$ cat config.mk
export PLATFORM = sky130hd
export DESIGN_NAME = if_stage_reg
export DESIGN_NICKNAME = d
export VERILOG_FILES = /design/src/rtl/if_stage_reg.sv
export SDC_FILE = /design/constraint.sdc
export NUM_CORES = 1
export LEC_CHECK = 0
export BUFFER_PORTS_ARGS = -buffer_cell sky130_fd_sc_hd__buf_4
export CORE_MARGIN = 4
export CORE_UTILIZATION = 49
export CTS_CLUSTER_DIAMETER = 200
export DETAILED_ROUTE_END_ITERATION = 10
export PLACE_DENSITY = 0.8
export SYNTH_ARGS = -nofsm -noshare
export SYNTH_HDL_FRONTEND = slang
export SYNTH_SLANG_ARGS = --single-unit
$ cat constraint.sdc
create_clock -name clk -period 2.6 [get_ports clk]
set_input_delay 0.78 -clock clk [delete_from_list [all_inputs] [get_ports clk]]
set_output_delay 0.78 -clock clk [all_outputs]
set_load 0.01 [all_outputs]
$ cat src/rtl/if_stage_reg.sv
// Instruction-fetch stage and IF/ID pipeline register for the pipelined MIPS datapath.
// Define IF_PERF_CNT_EN to add fetch/stall/flush performance counters.
module if_stage_reg #(
  parameter logic [31:0] RESET_PC = 32'h0000_0000,
  parameter int          CNT_W    = 32
) (
  input  logic             clk,
  input  logic             rst_n,
  input  logic             stall,
  input  logic [1:0]       jump_sel,
  input  logic [31:0]      jr_target,
  input  logic             branch_taken,
  input  logic [31:0]      branch_target,
  output logic [31:0]      imem_addr,
  input  logic [31:0]      imem_rdata,
  output logic [31:0]      if_id_instr,
  output logic [31:0]      if_id_pc4,
  output logic             if_id_valid,
  output logic [5:0]       opcode
`ifdef IF_PERF_CNT_EN
  ,
  output logic [CNT_W-1:0] fetch_cnt,
  output logic [CNT_W-1:0] stall_cnt,
  output logic [CNT_W-1:0] flush_cnt
`endif
);

  if (CNT_W < 1) begin : g_bad_cnt_w
    $error("CNT_W must be at least 1");
  end

  logic [31:0] pc_q, pc_d;
  logic [31:0] instr_q, instr_d;
  logic [31:0] pc4_q, pc4_d;
  logic        valid_q, valid_d;
  logic [31:0] pc_plus4;
  logic        fetch_ev, stall_ev, flush_ev;

  assign pc_plus4 = pc_q + 32'd4;

  // Branch is older than the jump in ID, so it wins; jumps only come from real instructions.
  always_comb begin
    pc_d     = pc_q;
    instr_d  = instr_q;
    pc4_d    = pc4_q;
    valid_d  = valid_q;
    fetch_ev = 1'b0;
    stall_ev = 1'b0;
    flush_ev = 1'b0;
    if (branch_taken) begin
      pc_d     = branch_target;
      instr_d  = 32'h0;
      pc4_d    = 32'h0;
      valid_d  = 1'b0;
      flush_ev = 1'b1;
    end else if (stall) begin
      stall_ev = 1'b1;
    end else if (valid_q && (jump_sel != 2'b00)) begin
      pc_d     = (jump_sel == 2'b11) ? jr_target : {pc4_q[31:28], instr_q[25:0], 2'b00};
      instr_d  = 32'h0;
      pc4_d    = 32'h0;
      valid_d  = 1'b0;
      flush_ev = 1'b1;
    end else begin
      pc_d     = pc_plus4;
      instr_d  = imem_rdata;
      pc4_d    = pc_plus4;
      valid_d  = 1'b1;
      fetch_ev = 1'b1;
    end
  end

  always_ff @(posedge clk or negedge rst_n) begin
    if (!rst_n) begin
      pc_q    <= RESET_PC;
      instr_q <= 32'h0;
      pc4_q   <= 32'h0;
      valid_q <= 1'b0;
    end else begin
      pc_q    <= pc_d;
      instr_q <= instr_d;
      pc4_q   <= pc4_d;
      valid_q <= valid_d;
    end
  end

  assign imem_addr   = pc_q;
  assign if_id_instr = instr_q;
  assign if_id_pc4   = pc4_q;
  assign if_id_valid = valid_q;
  assign opcode      = instr_q[31:26];

`ifdef IF_PERF_CNT_EN
  logic [CNT_W-1:0] fetch_cnt_q, fetch_cnt_d;
  logic [CNT_W-1:0] stall_cnt_q, stall_cnt_d;
  logic [CNT_W-1:0] flush_cnt_q, flush_cnt_d;

  always_comb begin
    fetch_cnt_d = fetch_cnt_q + CNT_W'(fetch_ev);
    stall_cnt_d = stall_cnt_q + CNT_W'(stall_ev);
    flush_cnt_d = flush_cnt_q + CNT_W'(flush_ev);
  end

  always_ff @(posedge clk or negedge rst_n) begin
    if (!rst_n) begin
      fetch_cnt_q <= '0;
      stall_cnt_q <= '0;
      flush_cnt_q <= '0;
    end else begin
      fetch_cnt_q <= fetch_cnt_d;
      stall_cnt_q <= stall_cnt_d;
      flush_cnt_q <= flush_cnt_d;
    end
  end

  assign fetch_cnt = fetch_cnt_q;
  assign stall_cnt = stall_cnt_q;
  assign flush_cnt = flush_cnt_q;
`else
  logic unused_ev;
  assign unused_ev = fetch_ev ^ stall_ev ^ flush_ev;
`endif

endmodule

=== Yosys cells after proc, flatten, opt, wreduce, memory -nomap -nowiden ===
Cells that the tools add are included.

* Multiplexer cells: 13
* Reductions and logical operators: 2
* Equality and inequality tests: 2
* Add/subtract/negate cells: 1

{| class="wikitable"
|+ Operators by type and width
! kind !! number
|-
| two-way mux 32 bit || 10
|-
| adder 32 x 3 -> 32 bit (second input constant) || 1
|-
| two-way mux 1 bit || 3
|-
| == test 2 bit (second input constant) || 1
|-
| inequality test 2 x 1 -> 1 bit (second input constant) || 1
|-
| nonzero test 2 bit || 1
|-
| logical AND 1 bit || 1
|}

* Output and inout port bits: 103
* Register bits after elaboration: 97
* Word-level logic and storage cells: 22

=== Logic depth before layout (Yosys ltp) ===
Gate-level depths: netlist of run 1.

* Depth after elaboration: 5
* Gate-level depth with buffers: 8
* Gate-level depth less buffers: 6

=== Worst setup path before layout of run 1 ===
OpenSTA, ideal clock, no wires.

* Path type: input to register
* Start point: input port jump_sel[0]
* End point: register pc_q[24], in the netlist imem_addr[24]
* Required time: 2.479 ns
* Stages on the path: 8
* Buffers on the path: 3
* Arrival: 2.251 ns
* Path slack: 0.228 ns
* Setup time: 0.121 ns
* Cell sequence: clkbuf_1 and2_1 buf_2 buf_2 mux2_2 o22ai_1 a31oi_1 o22a_1

* Cells in the longest elaborated chain, start to end: 5

{| class="wikitable"
|+ Ends and longest elaborated chain
! item !! RTL line !! RTL
|-
| start, declared || 10 || <nowiki>input logic [1:0] jump_sel,</nowiki>
|-
| == test 2 bit / nonzero test 2 bit (equally long branches) || 59, 58 ||
|-
| two-way mux 32 bit / logical AND 1 bit (equally long branches) || 59, 58 ||
|-
| two-way mux 32 bit * || 58 || <nowiki>end else if (valid_q && (jump_sel != 2'b00)) begin</nowiki>
|-
| two-way mux 32 bit * || 56 || <nowiki>end else if (stall) begin</nowiki>
|-
| two-way mux 32 bit * || 50 || <nowiki>if (branch_taken) begin</nowiki>
|-
| end signal, assigned || 80 || <nowiki>pc_q <= pc_d;</nowiki>
|-
| end, declared || 32 || <nowiki>logic [31:0] pc_q, pc_d;</nowiki>
|}

Every way passes the cells marked *; elsewhere a longest branch is shown, timed or not. The select of a mux whose other input is x is not followed.
A chain may end at the register's enable or synchronous reset.

=== Worst setup path in the final report of run 1 ===
* Start point: register pc_q[2], in the netlist imem_addr[2]
* End point: register pc4_q[30], in the netlist if_id_pc4[30]

* Cells in the longest elaborated chain, start to end: 4

{| class="wikitable"
|+ Ends and longest elaborated chain
! item !! RTL line !! RTL
|-
| adder 32 x 3 -> 32 bit || 39 || <nowiki>assign pc_plus4 = pc_q + 32'd4;</nowiki>
|-
| two-way mux 32 bit || 58 ||
|-
| two-way mux 32 bit || 56 ||
|-
| two-way mux 32 bit || 50 ||
|-
| end signal, assigned || 82 || <nowiki>pc4_q <= pc4_d;</nowiki>
|-
| end, declared || 34 || <nowiki>logic [31:0] pc4_q, pc4_d;</nowiki>
|}

Every way passes these cells. The select of a mux whose other input is x is not followed.

==> results.md, run 1 <==
* Hold Fails Final Rpt at 0
* Top FF cell, synth: dfrtp_1
* Routed WL at 17900 µm
* DR vias at roughly 5200
* LEAKAGE at 0.00341 µW
* Nets@finish at roughly 840
* Crit Path Class: flip-flop to flip-flop
* Min Hold Slack at a little under 0.4 ns
* Mapped Cells at between 500 and 600
* Placer Congestion at between 0.9 and 1
* Initial Util at between 50% and 60%
* Clk_lat worst skew at ~0.36 ns
* Syn nets at about 650
* Post-cts sizing count at 0
* GRT Overall Usage at 28.5%
* CP top delay family: simple AND/OR/NAND/NOR gates
* RSZ-0062 raised after global routing: no
* Measured slew at the worst slew-check pin at about 0.59 ns
* Slew Limit Fails at 0
* Hold Crit Class: input port to asynchronous set/reset pin
* Clock Skew at about 0.0045 ns
* Iter 0 DRT Violations at between 400 and 500
* DR WL/cell at ~20 µm
* EDFF count, synth at 0
* CP cell instances: ha_1 -> nand2_1 -> or4_1 -> o41ai_1 -> a22o_1
* Arrival time at the worst endpoint at between 2 and 3 ns
* TritonRoute pass-1 iters at 5
* Pwr Density at 584 nW/µm²
* Via/cell ratio at just under 6
* Grt ovf at 0
* Initial antenna violation count at 1
* CTS tree: yes
* Core area at between 10000 and 15000 µm²
* CTS Buf Count at 9
* Worst setup EP type: flip-flop
* Max Cap Violations at 0
* Clock transition at path regs at roughly 0.090 ns
* Setup TNS at 0 ns
* Max stage delay cell, worst path: or4_1
* Tmin final at roughly 2.3 ns
* F_max at about 430 MHz
* Critical Path Fanout Max at 6
* Cell Area, Synth at about 5200 µm²
* CP bufs+invs at 0
* Root buf cell: clkbuf_8
* Port Buffer Count at roughly 200
* Detailed placement HPWL at approximately 14000 µm
* Status: complete, no violations
* DP Area at ~7000 µm²
* Clock Sinks at 97
* First-pass GRT wire length at about 28000 µm
* WP data required at between 2 and 3 ns
* Max transition margin at between 60% and 70%
* Residual DRC count at 0
* Crit share post-route at around nine tenths
* CP startpoint kind: flip-flop
* Worst VDD drop at roughly 0.36 mV
* Die Y-Extent at about 110 µm
* Fin area at slightly above 7000 µm²
* Yosys cell types at a little under 60
* Hold-fix buffers, CTS at 0
* Largest net degree at the start of global routing at 38
* Die Area at approximately 12000 µm²
* Die Wd at between 100 and 150 µm
* Rows at 37
* Async S/R FF share, synth at 100%
* Dpl ws at about 0.22 ns
* Io pins at 205
* Crit path largest cell delay at around 0.7 ns
* Post-route ant nets at 0
* Final setup vio count at 0
* Worst setup slack after layout at about 0.28 ns
* Fraction of layout cells with a size suffix above 1 at between 30% and 40%
* Vias in the first global route at 5136
* Yosys warning count at 0
* Post-CTS Setup Repair Bufs at 0
* H-tree depth at 3
* Area grow syn2layout at 38.7%
* Register bit total from synthesis at 97
* Avg Cell Area, Syn at 9.64 µm²
* Seq/Total Area, Yosys at between 40 and 50%
* CTS max path bufs at 2
## final timing paths
| check | depth (start not counted) | slack [ns] | endpoint | from |
|---|---|---|---|---|
| worst max-delay path | 5 | 0.28 | if_id_pc4[30] | imem_addr[2] |
| worst min-delay path | 1 | 0.38 | if_id_instr[5] | rst_n |
| worst max register to register | 5 | 0.28 | if_id_pc4[30] | imem_addr[2] |
| worst min register to register | 2 | 0.49 | if_id_pc4[8] | if_id_pc4[8] |
| max in group asynchronous | 2 | 1.55 | imem_addr[19] | rst_n |
| min in group clk | 2 | 0.49 | if_id_pc4[8] | if_id_pc4[8] |
## logic make-up (layout without fill, tap and decap cells)
family | Yosys count | after routing | synth area share, %
AO/OA/AOI/OAI | 191 | 191 | 25.1
AND/OR/NAND/NOR | 150 | 150 | 14.5
adder cells (fa/ha/maj) | 1 | 1 | 0.240
multiplexers | 23 | 23 | 4.79
other | 0 | 1 | 0
flip-flops | 97 | 97 | 46.5
XOR/XNOR | 26 | 26 | 4.36
buffers and inverters | 54 | 253 | 4.55
## state kept, by name, indices dropped and copies added (netlist names)
| register | count |
|---|---|
| if_id_valid | 1 |
| imem_addr | 32 |
| if_id_instr | 32 |
| if_id_pc4 | 32 |
## synthesized netlist by cell type (4+ instances only)
master | instances | area [µm²]
buf_4 | 6 | 45.0
o22a_1 | 6 | 52.6
nor4_1 | 4 | 25.0
xnor2_1 | 16 | 140
dfrtp_1 | 97 | 2430
a22o_1 | 40 | 350
nand3_1 | 11 | 55.1
o41ai_1 | 4 | 35.0
mux2i_1 | 7 | 70.1
and3_1 | 8 | 50.1
nor2_1 | 33 | 124
o2bb2ai_1 | 5 | 43.8
a21oi_1 | 26 | 130
xor2_1 | 10 | 87.6
inv_1 | 8 | 30.0
nand4_1 | 4 | 25.0
o21ai_0 | 52 | 260
mux2_2 | 16 | 180
nand2_1 | 64 | 240
clkbuf_1 | 27 | 101
a31oi_1 | 8 | 50.1
buf_2 | 10 | 50.1
a221oi_1 | 4 | 35.0
o22ai_1 | 15 | 93.8
## through the flow
step	power, µW	std cells	utilization, %
6_report	4230	878	69.8
3_3_place_gp	2900	861	67.2
4_1_cts	4240	877	69.8
2_1_floorplan	2340	542	-
5_1_grt	4410	878	69.8
3_5_place_dp	2920	861	67.2
## cell usage in the layout (no fill, tap or decap), types with 4 or more instances in the layout
master / count
o21ai_0: 52
nor4_1: 4
mux2_2: 16
nand4_1: 4
and3_1: 8
buf_12: 4
nor2_1: 32
mux2i_1: 7
o2bb2ai_1: 5
a221oi_1: 4
dfrtp_1: 97
a31oi_1: 8
o22ai_1: 15
nand2_1: 64
xor2_1: 10
a22o_1: 40
o41ai_1: 4
buf_4: 225
o22a_1: 6
inv_1: 8
bufinv_16: 4
a21oi_1: 26
xnor2_1: 16
clkbuf_8: 11
nand3_1: 11
## cell type report
class	instances	area, µm²
fill	842	3130
multi-input combinational	391	2570
inverter	8	30.0
tap	136	170
timing repair buffer	229	1770
clock buffer	11	151
clock inverter	5	125
sequential	97	2430
antenna	1	2.50
## layer usage
layer	up-vias	wire, µm	share of wire [%]	global-route usage (%)
met5	-	0	0	0
met4	0	337	1.9	6.65
met3	32	1490	8.3	6.88
met2	270	8690	49	46.6
met1	2521	7370	41	38.4
li1	2401	-	-	-
## power by group
| part | internal, µW | switching [µW] |
|---|---|---|
| combinational | 536 | 510 |
| clock | 788 | 538 |
| sequential | 1650 | 205 |
## worst reg2reg max path, cell delays in order (launching register included)
cell and delay, ns:
dfrtp_1 0.44, ha_1 0.31, nand2_1 0.13, or4_1 0.72, o41ai_1 0.47, a22o_1 0.20
Power figures use the tool's default switching activity.
==> inputs of run 2 (changes only) <==
ABC_AREA = 1   (was default)
==> run 2 against run 1 <==
- hold slack got worse by 0.020 ns
- fmax increased by 23%
- routed wire length increased by 6.3%
- count of clock-buffer cells in the layout decreased by 1
==> results.md, run 2 <==
* First-pass GRT wire length at around 30000 µm
* Synth top area share at between 40% and 50%
* Mapped Cells at between 700 and 800
* Via/cell ratio at 5.38
* Hold Fails Final Rpt at 0
* CP top delay family: flip-flops
* # diodes at 0
* Syn nets at just over 800
* WP data required at roughly 1.8 ns
* Routed WL at 19000 µm
* RSZ-0062 raised after global routing: no
* Crit share post-route at between 70 and 80%
* Worst VDD drop at around 0.30 mV
* Status: complete, no violations
* Final Non-Filler Cells at between 1000 and 1500
* DR WL/cell at roughly 18 µm
* Pwr Density at slightly below 600 nW/µm²
* Crit. Startpoint: imem_addr[4]
* Clock Skew at ~0.014 ns
* Top FF cell, synth: dfrtp_1
* Die Area at approximately 12000 µm²
* CTS tree: yes
* CP startpoint kind: flip-flop
* Worst setup EP type: output pin
* Grt met2 use at between 50% and 60%
* F_max at approximately 530 MHz
* Setup TNS at 0 ns
* GRT met3 Usage at approximately 7%
* Async S/R FF share, synth at 100%
* Detailed placement HPWL at roughly 15000 µm
* Post-Place Cells at 1028
* Max stage delay cell, worst path: dfrtp_1
* Fraction of layout cells with a size suffix above 1 at approximately 28%
* CP cell instances: buf_4
* Max transition margin at roughly 50%
* CTS Buf Count at 9
* Cell Area, Synth at ~5300 µm²
* Count leader, synth: nand2_1
* TritonRoute pass-1 iters at 6
* Clock transition at path regs at around 0.10 ns
* Die Y-Extent at approximately 110 µm
* Arrival time at the worst endpoint at roughly 1.1 ns
* Largest net degree at the start of global routing at 70
* Leading cell type in the layout, fill and taps excluded: nand2_1
* Hold-fix buffers, CTS at 0
* Rows at 37
* Grt ovf at 0
* R2R Path Start: imem_addr[3]
* Nets@finish at 1006
* Crit path largest cell delay at between 0.5 and 0.6 ns
* EDFF count, synth at 0
* Fillers at just over 900
* Initial Util at between 50% and 60%
* Slew Limit Fails at 0
* DR vias at approximately 5600
* GRT Overall Usage at between 20 and 30%
* Clock Sinks at just under 100
* Final setup vio count at 0
* Measured slew at the worst slew-check pin at 0.740 ns
* Synth area leaders: dfrtp_1, nand2_1, o21ai_0
* Top cells by count, synth: nand2_1, dfrtp_1, o21ai_0
* Post-synth top area cell: dfrtp_1
* Initial antenna violation count at 0
* Max Cap Violations at 0
* Die Wd at roughly 110 µm
* Vias in the first global route at 5570
* Register bit total from synthesis at 97
* Post-cts sizing count at 0
* Area grow syn2layout at 35.8%
* Residual DRC count at 0
* Yosys warning count at 0
* Yosys cell types at 28
* Avg Cell Area, Syn at between 7 and 8 µm²
* LEAKAGE at 0.00373 µW
* Io pins at 205
* H-tree depth at 3
* Global route hottest layer: met2
* GRT met1 Usage at 39.1%
* CTS max path bufs at 2
* Clk_lat worst skew at between 0.3 and 0.4 ns
* Post-CTS Setup Repair Bufs at 0
* Port Buffer Count at between 200 and 250
* Crit Path Class: flip-flop to output pin
* Root buf cell: clkbuf_8
* Tmin final at roughly 1.9 ns
* Seq/Total Area, Yosys at approximately 46%
* Most frequent cells in the layout: nand2_1, buf_4, dfrtp_1
* Placer Congestion at 0.910
* Setup slack, reg-to-reg at ~0.73 ns
* Hold Crit Class: input port to asynchronous set/reset pin
* Iter 0 DRT Violations at 463
* Core area at approximately 10000 µm²
* Post-route ant nets at 0
* Critical Path Fanout Max at 6
* CP bufs+invs at 1
run 2: cell types whose count changed in the layout (fill, tap and decap cells not counted), sizes merged, moves of 16 or more:
cell	before	now
nand2	64	268
inv	8	55
o21ai	55	86
nor2	33	57
a22o	40	21
nand3	11	30
mux2	16	0
run 2: kinds of logic (layout without fill, tap and decap cells):
logic type / after synthesis / after routing / share of synthesized area [%]
flops: 97 / 97 / 46.1
xor+xnor: 10 / 10 / 1.66
buf+inv: 92 / 288 / 7.29
simple gates: 363 / 363 / 28.3
compound gates: 149 / 149 / 16.4
fa+ha+maj: 1 / 1 / 0.237
run 2: worst paths after layout:
check / endpoint / cells past startpoint
max: imem_addr[4] / 1
max in group asynchronous: imem_addr[16] / 2
min in group clk: if_id_pc4[27] / 2
max reg2reg: imem_addr[16] / 8
min: imem_addr[24] / 1
min reg2reg: if_id_pc4[27] / 2
run 2: through the flow:
stage	power [µW]	setup WS [ns]	util (%)	hold slack [ns]	area [µm²]
floorplan	2320	0.857	-	0.484	5270
global placement	2900	0.428	66.3	0.466	6910
detailed placement	2920	0.364	66.3	0.471	6910
CTS	4120	0.724	68.7	0.384	7150
global route	4320	0.606	68.7	0.400	7150
finish	4120	0.719	68.7	0.365	7150
run 2: cell type report:
| cell class | count | area [µm²] | share of cell area (%) |
|---|---|---|---|
| clock buffers | 10 | 128 | 1.78 |
| multi-input cells | 523 | 2460 | 34.4 |
| clock inverters | 6 | 115 | 1.61 |
| repair buffers | 218 | 1650 | 23.1 |
| inverters | 54 | 203 | 2.83 |
| well taps | 136 | 170 | 2.38 |
| flip-flops and latches | 97 | 2430 | 33.9 |
run 2: routing by layer:
layer	routed length (µm)	vias up	share of wire [%]
met2	9390	293	49
met5	0	-	0
met1	7710	2605	41
met4	343	0	1.8
li1	-	2685	-
met3	1560	31	8.2
run 2: where the power goes:
part	switching [µW]	internal [µW]
clock network	579	646
registers	182	1660
logic	588	472
